<file path="config.mk">
export PLATFORM = sky130hd
export DESIGN_NAME = pipe_add_sub
export DESIGN_NICKNAME = d
export VERILOG_FILES = /design/src/rtl/pipe_add_sub.sv
export SDC_FILE = /design/constraint.sdc
export NUM_CORES = 1
export LEC_CHECK = 0
export ABC_AREA = 1
export ABC_CLOCK_PERIOD_IN_PS = 26300
export BUFFER_PORTS_ARGS = -buffer_cell sky130_fd_sc_hd__buf_2
export CAP_MARGIN = 25
export CORE_MARGIN = 1
export CORE_UTILIZATION = 61
export DETAILED_ROUTE_END_ITERATION = 16
export PLACE_DENSITY_LB_ADDON = 0.08
export SLEW_MARGIN = 20
export SYNTH_ARGS = -nofsm -noshare
export SYNTH_HDL_FRONTEND = slang
export SYNTH_SLANG_ARGS = --single-unit
</file>
<file path="constraint.sdc">
create_clock -name clk -period 26.3 [get_ports clk]
set_input_delay 2.63 -clock clk [delete_from_list [all_inputs] [get_ports clk]]
set_output_delay 2.63 -clock clk [all_outputs]
set_load 0.02 [all_outputs]
</file>
<file path="src/rtl/pipe_add_sub.sv">
// rtl/pipe_add_sub.sv - carry-pipelined adder/subtractor with valid/ready flow control
module pipe_add_sub #(
    parameter int WIDTH  = 64,
    parameter int STAGES = 4
) (
    input  logic             clk,
    input  logic             rst,
    input  logic [WIDTH-1:0] A,
    input  logic [WIDTH-1:0] B,
    input  logic             cin,
    input  logic             sub,
    input  logic             in_valid,
    output logic             in_ready,
    output logic [WIDTH-1:0] S,
    output logic             cout,
    output logic             ovf,
    output logic             zero,
    output logic             out_valid,
    input  logic             out_ready
);

    localparam int SW = WIDTH / STAGES;
    localparam int L  = STAGES - 1;

    logic stall;

    // Stage inputs (_i) come from the ports for stage 0 and from the previous stage's registers (_r) otherwise
    logic [WIDTH-1:0] a_i [STAGES];
    logic [WIDTH-1:0] b_i [STAGES];
    logic [WIDTH-1:0] s_i [STAGES];
    logic             c_i [STAGES];
    logic             v_i [STAGES];

    logic [WIDTH-1:0] a_r [STAGES];
    logic [WIDTH-1:0] b_r [STAGES];
    logic [WIDTH-1:0] s_r [STAGES];
    logic             c_r [STAGES];
    logic             v_r [STAGES];

    assign stall    = out_valid && !out_ready;
    assign in_ready = !stall;

    assign a_i[0] = A;
    assign b_i[0] = B ^ {WIDTH{sub}};
    assign c_i[0] = cin ^ sub;
    assign v_i[0] = in_valid;
    assign s_i[0] = '0;

    genvar k;
    generate
        for (k = 1; k < STAGES; k++) begin : link
            assign a_i[k] = a_r[k-1];
            assign b_i[k] = b_r[k-1];
            assign s_i[k] = s_r[k-1];
            assign c_i[k] = c_r[k-1];
            assign v_i[k] = v_r[k-1];
        end

        for (k = 0; k < STAGES; k++) begin : stage
            logic [SW:0]      psum;
            logic [WIDTH-1:0] s_nxt;

            assign psum = {1'b0, a_i[k][k*SW +: SW]} + {1'b0, b_i[k][k*SW +: SW]}
                        + {{SW{1'b0}}, c_i[k]};

            always_comb begin
                s_nxt              = s_i[k];
                s_nxt[k*SW +: SW]  = psum[SW-1:0];
            end

            always_ff @(posedge clk) begin
                if (rst) begin
                    v_r[k] <= 1'b0;
                    c_r[k] <= 1'b0;
                    a_r[k] <= '0;
                    b_r[k] <= '0;
                    s_r[k] <= '0;
                end else if (!stall) begin
                    v_r[k] <= v_i[k];
                    c_r[k] <= psum[SW];
                    a_r[k] <= a_i[k];
                    b_r[k] <= b_i[k];
                    s_r[k] <= s_nxt;
                end
            end

            // Flags are resolved while the top slice is summed so they register alongside S
            if (k == L) begin : flags
                always_ff @(posedge clk) begin
                    if (rst) begin
                        ovf  <= 1'b0;
                        zero <= 1'b0;
                    end else if (!stall) begin
                        ovf  <= (a_i[k][WIDTH-1] == b_i[k][WIDTH-1]) &&
                                (psum[SW-1] != a_i[k][WIDTH-1]);
                        zero <= (s_nxt == '0);
                    end
                end
            end
        end
    endgenerate

    assign S         = s_r[L];
    assign cout      = c_r[L];
    assign out_valid = v_r[L];

endmodule

</file>
==> results summary <==
The flow ran to the end, and the final reports show no timing, DRC or antenna violations. The total vias in the final route came out at 11564. The number of filler instances in the final layout is 2081. Power comes to 1.385 mW. The count of final max-slew check failures came out at 0. The initial DRC count came out at 851. The kind of critical path is in -> reg. The via count of the first global-routing pass came out at 10869.

Dividing the final minimum period by the clock period gives 0.2170. The highest net fanout along the worst path came out at 74. The worst pin sits at a relative slew slack of 0.3774. The upper clock frequency limit came out at 175.2 MHz.

In this run the worst hold path is classified as reg -> reg. The H-tree was split into 2 levels. The critical path data required time is 26.50 ns.

Once the clock tree was built, the setup fixing pass inserted 0 buffers. The total global-route track usage came out at 0.2293. The cell area that synthesis handed to floorplanning was 17510 um^2.

The final core utilization is 0.7184. The worst flop-to-flop path startpoint is v_r[3]. The count of inserted antenna diode cells came out at 0.

CTS placed an instance of clkbuf_16 at the clock tree root. The final period demand of the worst path came out at 5.707 ns. The residual overflow from global routing is 0.

The met1 routing resource usage after global routing is 0.3111. Synthesis produced a netlist whose cell count is 1738. The HPWL after detailed placement came out at 22970 um. The total area inside the core boundary comes to 28010 um^2.

In this run the tool buffered the top-level ports with 202 buffer cells. The number of buffers inserted for hold repair after clock tree synthesis is 0. The arrival time at the worst endpoint is 5.90 ns.

After clock tree synthesis, the repair step resized 0 gates. The first global-routing pass estimated 52110 um of wire. The number of rows created at floorplan came out at 61. The total placed cells including tap cells is 2280. The largest net degree at the start of global routing is 177. The buffering stage count on the worst path with inverters included came out at 7. The largest voltage drop on the vdd net came out at 55.15 uV. The most numerous cell type found on the critical path is buf_4. The worst setup path is captured at a register. Counting flops and latches in the post-synthesis netlist gives 362. The static leakage power is 9.503 nW. The final cell count without fillers came out at 2350. The largest individual stage delay along the critical path comes from the cell buf_4.

The CTS buffer count came out at 38. The layer flagged by global routing as most heavily used is met2. In this run the most critical hold path is launched from zero. The area growth from synthesis to final layout is 14.91%.

The final layout contains routed wiring with a total length of 32960 um. The post-synthesis sequential area ratio is 0.6196. TritonCTS built the clock tree. The synthesized net count came out at 1940.

The per-cell via count in the routed design came out at 4.921. The height of the die is 171.4 um. The distinct cell type count after synthesis came out at 34. The power per standard cell area came out at 68.83 nW/um^2.

The kind of cell with the highest combined delay along the critical path is buffers and inverters. For this design the top-level I/O count stands at 203. The setup clock skew after layout is 0.01562 ns. The routability congestion estimate from global placement came out at 0.9087. For met3 alone, demand over resource in global routing was 0.03751. The tool flagged a number of max-cap violations equal to 0. The die area came out at 29390 um^2. The clock insertion delay at the later pin of the skew report is 0.53 ns. The die is 171.4 um wide. The signal on the critical path passes through buf_2 -> inv_1 -> nand2_2 -> inv_2 -> nand2_4 -> buf_4 -> buf_4 -> buf_4 -> buf_16. The sum of negative setup slack is 0 ns.

Counting along the longest clock path gives a buffer depth of 3. Setup repair after global routing left no endpoint under its margin. For the pin with the worst max-slew slack, the measured transition is 0.9339 ns. The launch point of the critical path is out_ready.

The initial utilization of the core area, before any placement, comes to 0.6251. The mean post-synth cell area came out at 10.08 um^2. The Yosys warning count is 0. The number of iterations in the first detailed-routing pass is 6. The number of DRC violations after detailed routing is 0. The startpoint type of the worst setup path is a primary input.

The total clock sinks came out at 362. The number of nets in the layout is 2146. Dividing the detail-routed wire length by the instance count gives 14.03 um. The final antenna-violating net count is 0. Clock-pin slew was measured on the worst setup and hold paths at 0.06 ns. The largest stage delay on the critical path is 0.83 ns. The hold violation total from the final report came out at 0.

The initial antenna violation count came to 0. The reg-to-reg setup timing slack came out at 22.37 ns. The global routing usage on met2 came out at 0.3786.

The fraction of layout cells with a size suffix above 1 is 0.1486. The setup-violating endpoint count in the final report is 0.
synthesized netlist by cell type:
library cell  instances  area [um^2]
clkbuf_1              9        33.78
dfxtp_1               2        40.04
nand3b_1              8        60.06
nand2_2              11        68.82
nor3_1                5        25.02
nor2_4                1        11.26
xnor2_1              53        464.2
buf_1                 4        15.01
edfxtp_1            360        10810
and2_1                2        12.51
o21ai_0              31        155.2
fa_1                  8        160.2
inv_2                 3        11.26
a21boi_0              1        7.510
a21o_1                4        30.03
a31oi_1               1        6.260
nor3b_1               1        7.510
nand2_1             201        754.5
nand4_1              14        87.58
nor2_1              402         1509
nor2_2                1        6.260
a211oi_1              9        67.56
nand3_1              47        235.2
o21ai_2               5        43.79
nand3_2               1        10.01
nor3_4                2        32.53
o31ai_1               2        15.01
a21oi_2               1        8.760
buf_2                33        165.2
ha_1                 60        750.7
a21oi_1              84        420.4
xor2_1               14        122.6
inv_1               353         1325
o21a_1                5        37.54
where the power goes:
group          switching [mW]  internal, mW  total, mW
Combinational           0.105        0.0593      0.165
Sequential             0.0157         0.685      0.701
Clock                   0.213         0.307      0.520
Total                   0.334          1.05       1.39
logic make-up after synthesis:
family                   Yosys count  synth area share
AND/OR/NAND/NOR                  696            0.1611
buffers and inverters            402           0.08853
flip-flops                       362            0.6197
AO/OA/AOI/OAI                    143           0.04523
adder cells (fa/ha/maj)           68           0.05202
XOR/XNOR                          67           0.03351
area by class of cell:
class / count / area [um^2] / share of cell area
clock buffers: 46 / 980.9 / 0.04875
inverters: 356 / 1344 / 0.06678
clock inverters: 22 / 227.7 / 0.01132
multi-input cells: 974 / 5117 / 0.2543
well taps: 378 / 473.0 / 0.02350
repair buffers: 212 / 1129 / 0.05609
flip-flops and latches: 362 / 10850 / 0.5392
placed cells by master (no fill, tap or decap), types with 9 or more instances in the layout:
cell,instances
nand3_1,47
clkbuf_16,38
xnor2_1,53
nor2_1,402
nand2_2,11
nand2_1,200
buf_4,9
xor2_1,14
a211oi_1,9
ha_1,60
inv_1,353
o21ai_0,31
buf_2,201
edfxtp_1,360
nand4_1,14
a21oi_1,84
state kept, by name, summed over array words and instances (netlist names):
name  count
c_r       4
b_r      96
s_r     160
zero      1
a_r      96
ovf       1
v_r       4
metal layers:
| layer | up-vias | part of all wire |
|---|---|---|
| li1 | 5953 | - |
| met1 | 5250 | 0.45 |
| met4 | 0 | 0.025 |
| met2 | 304 | 0.48 |
| met3 | 57 | 0.046 |
| met5 | - | 0 |
worst min-delay path, delay by kind of cell, from the launching register on:
kind | cells | cell delay [ns]
AND/OR/NAND/NOR | 2 | 0.13
flip-flops | 1 | 0.30
final timing paths:
| check | to | cells past startpoint |
|---|---|---|
| worst max-delay path | s_r[2][21] | 9 |
| worst min-delay path | zero | 2 |
| worst max register to register | s_r[2][21] | 7 |
| worst min register to register | zero | 2 |
per-stage QoR:
stage | worst slack, ns | instance area, um^2 | hold slack (ns)
2_1_floorplan | 14.93 | 17510 | 0.5192
3_3_place_gp | 19.92 | 18860 | 0.4782
3_5_place_dp | 19.83 | 18860 | 0.4756
4_1_cts | 20.38 | 20070 | 0.4843
5_1_grt | 20.35 | 20120 | 0.5072
6_report | 20.59 | 20120 | 0.4804
Power figures use the tool's default switching activity.
